===== src/rtl/rv32_ex_muldiv.sv =====
// ---------------------------------------------------------------------------
// rv32_ex_muldiv
// Iterative RV32M multiply/divide unit sitting behind the ID/EX register.
// Multiplies with a 32-step shift-add and divides with a 32-step restoring
// algorithm, both on operand magnitudes, then applies the sign fix-up.
// Divide-by-zero and signed overflow bypass the iterations.
//
// Ports
//   clk, rst_n      rising-edge clock, asynchronous active-low reset
//   flush           abort the current operation (no result strobe)
//   code_in         instruction word held in ID/EX
//   rs1_in, rs2_in  source operands held in ID/EX
//   busy            hold request for ID/EX and upstream stages
//   result          rd value, meaningful while result_valid is high
//   result_valid    one-cycle strobe marking result as final
//   dbg_state       current FSM state (0 IDLE, 1 CALC, 2 DONE)
//
// Handshake: busy is a hold, not a ready. While busy=1 the ID/EX register
// must keep code_in/rs1_in/rs2_in stable; the register advances on the edge
// that ends the result_valid cycle. There is no back-pressure on the result.
// ---------------------------------------------------------------------------
module rv32_ex_muldiv #(
    parameter int XLEN = 32
) (
    input  logic            clk,
    input  logic            rst_n,
    input  logic            flush,
    input  logic [31:0]     code_in,
    input  logic [XLEN-1:0] rs1_in,
    input  logic [XLEN-1:0] rs2_in,
    output logic            busy,
    output logic [XLEN-1:0] result,
    output logic            result_valid,
    output logic [1:0]      dbg_state
);

    localparam logic [1:0] IDLE = 2'd0;
    localparam logic [1:0] CALC = 2'd1;
    localparam logic [1:0] DONE = 2'd2;

    logic [1:0]  state_q, state_d;
    logic [4:0]  cnt_q, cnt_d;
    logic [2:0]  op_q, op_d;
    logic [31:0] a_q, a_d;        // multiplicand magnitude
    logic [31:0] b_q, b_d;        // divisor magnitude
    logic [63:0] prod_q, prod_d;  // mul: {partial hi, multiplier}; div: [31:0] dividend -> quotient
    logic [31:0] rem_q, rem_d;    // partial remainder
    logic        qneg_q, qneg_d;  // negate product / quotient
    logic        rneg_q, rneg_d;  // negate remainder
    logic [31:0] result_q, result_d;

    // ---------------- decode of the held instruction ----------------
    logic        is_m;
    logic [2:0]  funct3;
    logic        is_div;
    logic        s1, s2;
    logic        neg1, neg2;
    logic [31:0] mag1, mag2;
    logic        div_zero, div_ovf;
    logic        unused_code;

    assign is_m   = (code_in[6:0] == 7'b0110011) && (code_in[31:25] == 7'b0000001);
    assign funct3 = code_in[14:12];
    assign is_div = funct3[2];
    assign unused_code = ^code_in[24:7] ^ ^code_in[11:7];

    always_comb begin
        s1 = 1'b0;
        s2 = 1'b0;
        case (funct3)
            3'b000, 3'b001, 3'b100, 3'b110: begin s1 = 1'b1; s2 = 1'b1; end
            3'b010:                         begin s1 = 1'b1; s2 = 1'b0; end
            default:                        begin s1 = 1'b0; s2 = 1'b0; end
        endcase
    end

    assign neg1 = s1 & rs1_in[31];
    assign neg2 = s2 & rs2_in[31];
    assign mag1 = neg1 ? (~rs1_in + 32'd1) : rs1_in;
    assign mag2 = neg2 ? (~rs2_in + 32'd1) : rs2_in;

    assign div_zero = is_div && (rs2_in == 32'd0);
    assign div_ovf  = is_div && !funct3[0] && (rs1_in == 32'h8000_0000) &&
                      (rs2_in == 32'hFFFF_FFFF);

    // ---------------- one iteration of each datapath ----------------
    logic [32:0] mul_sum;
    logic [63:0] mul_next;
    logic [32:0] div_shift, div_diff;
    logic        div_ok;
    logic [31:0] div_rem_next, div_quo_next;

    // Shift-add: add multiplicand into the high half when the current
    // multiplier bit is set, then shift the whole 64-bit accumulator right.
    assign mul_sum  = {1'b0, prod_q[63:32]} + (prod_q[0] ? {1'b0, a_q} : 33'd0);
    assign mul_next = {mul_sum, prod_q[31:1]};

    // Restoring divide: bring in the next dividend bit, trial-subtract, and
    // keep the difference only if it did not go negative.
    assign div_shift    = {rem_q, prod_q[31]};
    assign div_diff     = div_shift - {1'b0, b_q};
    assign div_ok       = ~div_diff[32];
    assign div_rem_next = div_ok ? div_diff[31:0] : div_shift[31:0];
    assign div_quo_next = {prod_q[30:0], div_ok};

    // Sign fix-up applied to the values produced by the last iteration.
    logic [63:0] prod_fix;
    logic [31:0] quo_fix, rem_fix, final_res;

    assign prod_fix = qneg_q ? (~mul_next + 64'd1) : mul_next;
    assign quo_fix  = qneg_q ? (~div_quo_next + 32'd1) : div_quo_next;
    assign rem_fix  = rneg_q ? (~div_rem_next + 32'd1) : div_rem_next;

    always_comb begin
        case (op_q)
            3'b000:                 final_res = prod_fix[31:0];
            3'b001, 3'b010, 3'b011: final_res = prod_fix[63:32];
            3'b100, 3'b101:         final_res = quo_fix;
            default:                final_res = rem_fix;
        endcase
    end

    // ---------------- next-state logic ----------------
    always_comb begin
        state_d  = state_q;
        cnt_d    = cnt_q;
        op_d     = op_q;
        a_d      = a_q;
        b_d      = b_q;
        prod_d   = prod_q;
        rem_d    = rem_q;
        qneg_d   = qneg_q;
        rneg_d   = rneg_q;
        result_d = result_q;

        case (state_q)
            IDLE: begin
                if (is_m && !flush) begin
                    op_d   = funct3;
                    cnt_d  = 5'd0;
                    a_d    = mag1;
                    b_d    = mag2;
                    rem_d  = 32'd0;
                    qneg_d = neg1 ^ neg2;
                    rneg_d = neg1;
                    prod_d = is_div ? {32'd0, mag1} : {32'd0, mag2};
                    if (div_zero) begin
                        state_d  = DONE;
                        result_d = funct3[1] ? rs1_in : 32'hFFFF_FFFF;
                    end else if (div_ovf) begin
                        state_d  = DONE;
                        result_d = funct3[1] ? 32'd0 : 32'h8000_0000;
                    end else begin
                        state_d  = CALC;
                    end
                end
            end
            CALC: begin
                if (flush) begin
                    state_d = IDLE;
                end else begin
                    cnt_d = cnt_q + 5'd1;
                    if (op_q[2]) begin
                        prod_d = {32'd0, div_quo_next};
                        rem_d  = div_rem_next;
                    end else begin
                        prod_d = mul_next;
                    end
                    if (cnt_q == 5'd31) begin
                        state_d  = DONE;
                        result_d = final_res;
                    end
                end
            end
            default: begin
                state_d = IDLE;
            end
        endcase
    end

    always_ff @(posedge clk or negedge rst_n) begin
        if (!rst_n) begin
            state_q  <= IDLE;
            cnt_q    <= 5'd0;
            op_q     <= 3'd0;
            a_q      <= 32'd0;
            b_q      <= 32'd0;
            prod_q   <= 64'd0;
            rem_q    <= 32'd0;
            qneg_q   <= 1'b0;
            rneg_q   <= 1'b0;
            result_q <= 32'd0;
        end else begin
            state_q  <= state_d;
            cnt_q    <= cnt_d;
            op_q     <= op_d;
            a_q      <= a_d;
            b_q      <= b_d;
            prod_q   <= prod_d;
            rem_q    <= rem_d;
            qneg_q   <= qneg_d;
            rneg_q   <= rneg_d;
            result_q <= result_d;
        end
    end

    // busy is combinational in IDLE so ID/EX never slips past an M op.
    assign busy = ((state_q == IDLE) && is_m && !flush) ||
                  ((state_q == CALC) && !flush);
    assign result_valid = (state_q == DONE) && !flush;
    assign result       = result_q;
    assign dbg_state    = state_q;

endmodule


===== config.mk =====
export PLATFORM = sky130hd
export DESIGN_NAME = rv32_ex_muldiv
export DESIGN_NICKNAME = d
export VERILOG_FILES = /design/src/rtl/rv32_ex_muldiv.sv
export SDC_FILE = /design/constraint.sdc
export NUM_CORES = 1
export LEC_CHECK = 0
export BUFFER_PORTS_ARGS = -buffer_cell sky130_fd_sc_hd__buf_2
export CAP_MARGIN = 40
export CELL_PAD_IN_SITES_DETAIL_PLACEMENT = 1
export CELL_PAD_IN_SITES_GLOBAL_PLACEMENT = 1
export CORE_AREA = 4 4 240 183
export CTS_CLUSTER_SIZE = 10
export DETAILED_ROUTE_END_ITERATION = 10
export DIE_AREA = 0 0 244 187
export PLACE_DENSITY = 0.85
export SETUP_SLACK_MARGIN = 0.3
export SYNTH_ARGS = -nofsm -noshare
export SYNTH_HDL_FRONTEND = slang
export SYNTH_SLANG_ARGS = --single-unit

===== constraint.sdc =====
create_clock -name clk -period 9.4 [get_ports clk]
set_clock_uncertainty 0.15 [all_clocks]
set_input_delay 0.94 -clock clk [delete_from_list [all_inputs] [get_ports clk]]
set_output_delay 0.94 -clock clk [all_outputs]
set_load 0.01 [all_outputs]

==> qor_table.md <==
| Item | Value | Unit |
|---|---|---|
| Status | finished, final reports clean | - |
| Overall routed net length | 86600 | um |
| Via count of the routed design | 20700 | - |
| Max-capacitance violation count | 0 | - |
| Vertical die dimension | 187 | um |
| Final hold violation count | 0 | - |
| Share of the yosys chip area belonging to registers | 27.0 | % |
| Row Count | 65 | - |
| Global Route Usage Sum | 36.7 | % |
| Clock tree from TritonCTS | built | - |
| XOR/XNOR Fraction of Synth Area | 9.72 | % |
| Layout Nets | 2691 | - |
| Number of antenna violations at the first check in global routing | 2 | - |
| Post-synthesis share of cell area spent on and, or, nand and nor gates | 22.5 | % |
| Crit-path max FO | 38 | - |
| Number of instances in the synthesized netlist | 2497 | - |
| Count of TritonRoute iterations in the first routing pass | 5 | - |
| Finish-stage setup viols | 0 | - |
| Sum of overflow across all layers after global routing | 0 | - |
| Number of synthesized flops with an enable pin | 0 | - |
| Via count of the first global-routing pass | 20200 | - |
| Synth unique cells | 91 | - |
| Crit path largest cell delay | 0.75 | ns |
| Count of inserted antenna diode cells | 0 | - |
| Startpoint kind of the worst setup timing path | register | - |
| Worst-path clk slew | 0.07 | ns |
| Total standard cell area after synthesis | 18900 | um2 |
| Antenna-violating nets left | 0 | - |
| Arrival time at the worst endpoint | 7.71 | ns |
| Net count after synthesis | 2670 | - |
| Critical path launch point | prod_q[31] | - |
| Post-route clock period utilization | 78.6 | % |
| Relative area change from synthesis to final layout | 9.32 | % |
| Leakage Power | 9.53 | nW |
| Ratio of total power to cell area | 106 | nW/um2 |
| Worst-case clock buffer depth | 3 | - |
| Highest attainable clock frequency | 0.135 | GHz |
| Relative slew slack | 32.2 | % |
| First-pass GRT wire length | 129000 | um |
| Die Width | 244 | um |
| Multiplexer fraction of the synthesized cell area | 4.45 | % |
| Worst R2R Path Depth | 23 | - |
| Post-route setup TNS | 0 | ns |
| CTS root buf | sky130_fd_sc_hd__clkbuf_16 | - |
| Max-slew violation count | 0 | - |
| DRC errors left | 0 | - |
| Setup crit end kind | register | - |
| Count of non-filler cells in the finished layout | 3096 | - |
| Pin count of the biggest net entering global routing | 70 | - |
| Share of post-route cells with drive strength above 1 | 9.85 | % |
| Clk Latency, worst-skew pair | 0.59 | ns |
| # port buffers | 119 | - |
| Detailed Route Iter0 Violations | 2656 | - |
| Transition time at the pin with the least slew margin | 1.01 | ns |
| Number of buffers inserted during clock tree synthesis | 25 | - |
| Fill cell count | 5278 | - |
| Post-detailed-placement half-perimeter wirelength | 68200 | um |
| Maximum VDD drop | 0.126 | mV |
| Leading register cell type out of synthesis | sky130_fd_sc_hd__dfrtp_1 | - |
| Resized cells post-CTS | 0 | - |
| Worst slack at placement | 2.23 | ns |
| Critical setup path kind | reg -> reg | - |
| Critical Path, Cell by Cell | inv_1 -> ha_1 -> inv_1 -> fa_1 -> a211oi_1 -> o21ai_0 -> o211ai_1 -> a21oi_1 -> o21a_1 -> nor2_4 -> buf_4 -> mux2i_1 -> ha_1 -> inv_1 -> or4b_2 -> nor2_1 -> o21ai_0 -> o31a_1 -> a2111oi_0 -> nand2_1 -> o31ai_1 -> xor2_1 -> a311oi_1 | - |
| I/O Pins | 135 | - |
| Gp weighted congestion | 1.05 | - |
| Tmin final | 7.39 | ns |
| Most repeated library cell on the critical path | sky130_fd_sc_hd__inv_1 | - |
| Placeable core area | 41600 | um2 |
| Area of the die | 45600 | um2 |
| Crit path setup slack, layout | 2.01 | ns |
| Compound-cell area share of the yosys netlist | 26.3 | % |
| Effective utilization at floorplan | 45.4 | % |
| Postcts setup bufs | 0 | - |
| H-tree lvl count | 1 | - |
| Slowest cell on the critical path | sky130_fd_sc_hd__a2111oi_0 | - |
| Flops & latches, synth | 204 | - |
| Class of the tightest hold or removal check | in -> async | - |
| Total power after layout | 0.00219 | W |
| Post-cts hold buffer count | 0 | - |
| Setup repair after global routing missed its margin | no | - |
| Routed via count divided by cell count | 6.67 | - |
| Post-synthesis area per instance | 7.58 | um2 |
| Clock sink count | 204 | - |
| Placed cell count | 3058 | - |
| Synth Area in Adders | 4.97 | % |
| Ys async rst share | 100 | % |
| Main combinational cell family by area after synthesis | compound AO/OA/AOI/OAI gates | - |
| Required time at the endpoint of the critical path | 9.73 | ns |
| FF+latch area | 5110 | um2 |
| Post-detailed-route wirelength per cell | 28.0 | um |
| Critical R2R Launch | prod_q[31] | - |
| Count of synthesis-stage warnings from yosys | 0 | - |
| Area used by multi-input combinational logic | 12900 | um2 |
-- synth_stat cells (8+ instances only) --
cell / number / share of area (%)
sky130_fd_sc_hd__nor3_1: 51 / 1.3
sky130_fd_sc_hd__o211ai_1: 30 / 1.2
sky130_fd_sc_hd__a211oi_1: 28 / 1.1
sky130_fd_sc_hd__nand4_1: 33 / 1.1
sky130_fd_sc_hd__ha_1: 72 / 4.8
sky130_fd_sc_hd__nand2b_1: 30 / 0.99
sky130_fd_sc_hd__nor4_1: 30 / 0.99
sky130_fd_sc_hd__a21o_1: 23 / 0.91
sky130_fd_sc_hd__and3_1: 18 / 0.60
sky130_fd_sc_hd__nor2_1: 286 / 5.7
sky130_fd_sc_hd__inv_1: 65 / 1.3
sky130_fd_sc_hd__nor2b_1: 8 / 0.26
sky130_fd_sc_hd__a221oi_1: 10 / 0.46
sky130_fd_sc_hd__xor2_1: 91 / 4.2
sky130_fd_sc_hd__buf_1: 15 / 0.30
sky130_fd_sc_hd__o21ai_0: 234 / 6.2
sky130_fd_sc_hd__o21a_1: 16 / 0.63
sky130_fd_sc_hd__dfrtp_1: 204 / 27
sky130_fd_sc_hd__clkbuf_1: 140 / 2.8
sky130_fd_sc_hd__o31ai_1: 35 / 1.4
sky130_fd_sc_hd__or4_1: 14 / 0.56
sky130_fd_sc_hd__or3_1: 27 / 0.89
sky130_fd_sc_hd__a21oi_1: 243 / 6.4
sky130_fd_sc_hd__o221ai_1: 9 / 0.42
sky130_fd_sc_hd__o41ai_1: 12 / 0.56
sky130_fd_sc_hd__mux2i_1: 74 / 3.9
sky130_fd_sc_hd__a22oi_1: 8 / 0.32
sky130_fd_sc_hd__or2_2: 17 / 0.56
sky130_fd_sc_hd__and2_1: 48 / 1.6
sky130_fd_sc_hd__nand2_1: 249 / 4.9
sky130_fd_sc_hd__a22o_1: 28 / 1.3
sky130_fd_sc_hd__xnor2_1: 119 / 5.5
sky130_fd_sc_hd__mux2_2: 9 / 0.54
sky130_fd_sc_hd__a311oi_1: 8 / 0.37
sky130_fd_sc_hd__nand3_1: 30 / 0.79
sky130_fd_sc_hd__a2111oi_0: 10 / 0.46
sky130_fd_sc_hd__a31oi_1: 41 / 1.4
-- worst max-delay path, delay by kind of cell, from the launching register on --
kind                       cells  cell delay (ns)
muxes                          1             0.34
xor gates and xnor gates       1             0.12
buffers and inverters          4             0.77
and+or+nand+nor                4             1.19
AOI/OAI and AO/OA             10             3.32
adders and majority gates      3             0.99
DFF                            1             0.38
-- where the power goes --
part           total (W)  leakage (nW)  internal, W  switching [W]
clock           0.000918         0.347     0.000498       0.000420
combinational   0.000362          6.38     0.000120       0.000243
sequential      0.000909          2.81     0.000885      0.0000241
total            0.00219          9.53      0.00150       0.000687
-- sequential cells by signal, indices dropped and copies added, names as in the netlist --
| signal | flops |
|---|---|
| prod_q | 64 |
| op_q | 3 |
| rem_q | 32 |
| qneg_q | 1 |
| b_q | 32 |
| result | 32 |
| rneg_q | 1 |
| dbg_state | 2 |
| cnt_q | 5 |
| a_q | 32 |
-- layer usage --
metal | wire [um] | global-route usage, % | up-vias
met5 | 21 | 0 | -
met1 | 37300 | 53.6 | 10300
met4 | 3100 | 10.9 | 4
li1 | - | - | 9081
met2 | 34100 | 50.4 | 1110
met3 | 12100 | 13.5 | 161
-- final cells by class --
type / instances / share of cell area, %
timing repair buffer: 162 / 4.87
tap: 569 / 3.44
multi-input combinational: 2059 / 62.4
clock buffer: 33 / 3.27
inverter: 66 / 1.20
sequential: 204 / 24.7
clock inverter: 3 / 0.145
-- kinds of logic (layout without fill, tap and decap cells) --
logic type	after synthesis	in the layout
flip-flops	204	204
multiplexers	83	83
AO/OA/AOI/OAI	803	803
AND/OR/NAND/NOR	889	889
buffers and inverters	234	264
adder cells (fa/ha/maj)	74	74
XOR/XNOR	210	210
-- through the flow --
step	hold slack (ns)	utilization [%]	area, um2
2_1_floorplan	0.280	-	18900
3_3_place_gp	0.297	47.6	19800
3_5_place_dp	0.303	48.0	20000
4_1_cts	0.225	49.6	20700
5_1_grt	0.252	49.7	20700
6_report	0.205	49.7	20700
-- cell usage in the layout (no fill, tap or decap), types with 7 or more instances in the layout --
cell type,netlist,final
sky130_fd_sc_hd__nor2_1,286,283
sky130_fd_sc_hd__nand2_1,249,249
sky130_fd_sc_hd__a21oi_1,243,243
sky130_fd_sc_hd__o21ai_0,234,234
sky130_fd_sc_hd__dfrtp_1,204,202
sky130_fd_sc_hd__buf_2,5,120
sky130_fd_sc_hd__xnor2_1,119,119
sky130_fd_sc_hd__xor2_1,91,91
sky130_fd_sc_hd__mux2i_1,74,74
sky130_fd_sc_hd__ha_1,72,72
sky130_fd_sc_hd__inv_1,65,65
sky130_fd_sc_hd__nor3_1,51,50
sky130_fd_sc_hd__and2_1,48,48
sky130_fd_sc_hd__a31oi_1,41,41
sky130_fd_sc_hd__o31ai_1,35,35
sky130_fd_sc_hd__nand4_1,33,33
sky130_fd_sc_hd__buf_4,3,31
sky130_fd_sc_hd__o211ai_1,30,30
sky130_fd_sc_hd__nor4_1,30,30
sky130_fd_sc_hd__nand3_1,30,30
sky130_fd_sc_hd__nand2b_1,30,29
sky130_fd_sc_hd__a211oi_1,28,28
sky130_fd_sc_hd__a22o_1,28,28
sky130_fd_sc_hd__or3_1,27,27
sky130_fd_sc_hd__clkbuf_16,0,25
sky130_fd_sc_hd__a21o_1,23,23
sky130_fd_sc_hd__and3_1,18,18
sky130_fd_sc_hd__or2_2,17,17
sky130_fd_sc_hd__o21a_1,16,16
sky130_fd_sc_hd__or4_1,14,14
sky130_fd_sc_hd__o41ai_1,12,12
sky130_fd_sc_hd__a221oi_1,10,10
sky130_fd_sc_hd__a2111oi_0,10,10
sky130_fd_sc_hd__mux2_2,9,9
sky130_fd_sc_hd__a22oi_1,8,8
sky130_fd_sc_hd__a311oi_1,8,8
sky130_fd_sc_hd__o221ai_1,9,8
sky130_fd_sc_hd__nor2b_1,8,7
sky130_fd_sc_hd__nor3b_1,7,7
sky130_fd_sc_hd__and4_1,7,7
-- final timing paths --
check	slack (ns)	endpoint
setup / recovery	2.01	result[30]
hold / removal	0.20	prod_q[57]
setup reg to reg	2.01	result[30]
hold reg to reg	0.31	a_q[31]
max in group asynchronous	7.67	a_q[16]
min in group clk	0.31	a_q[31]
Power figures use the tool's default switching activity.
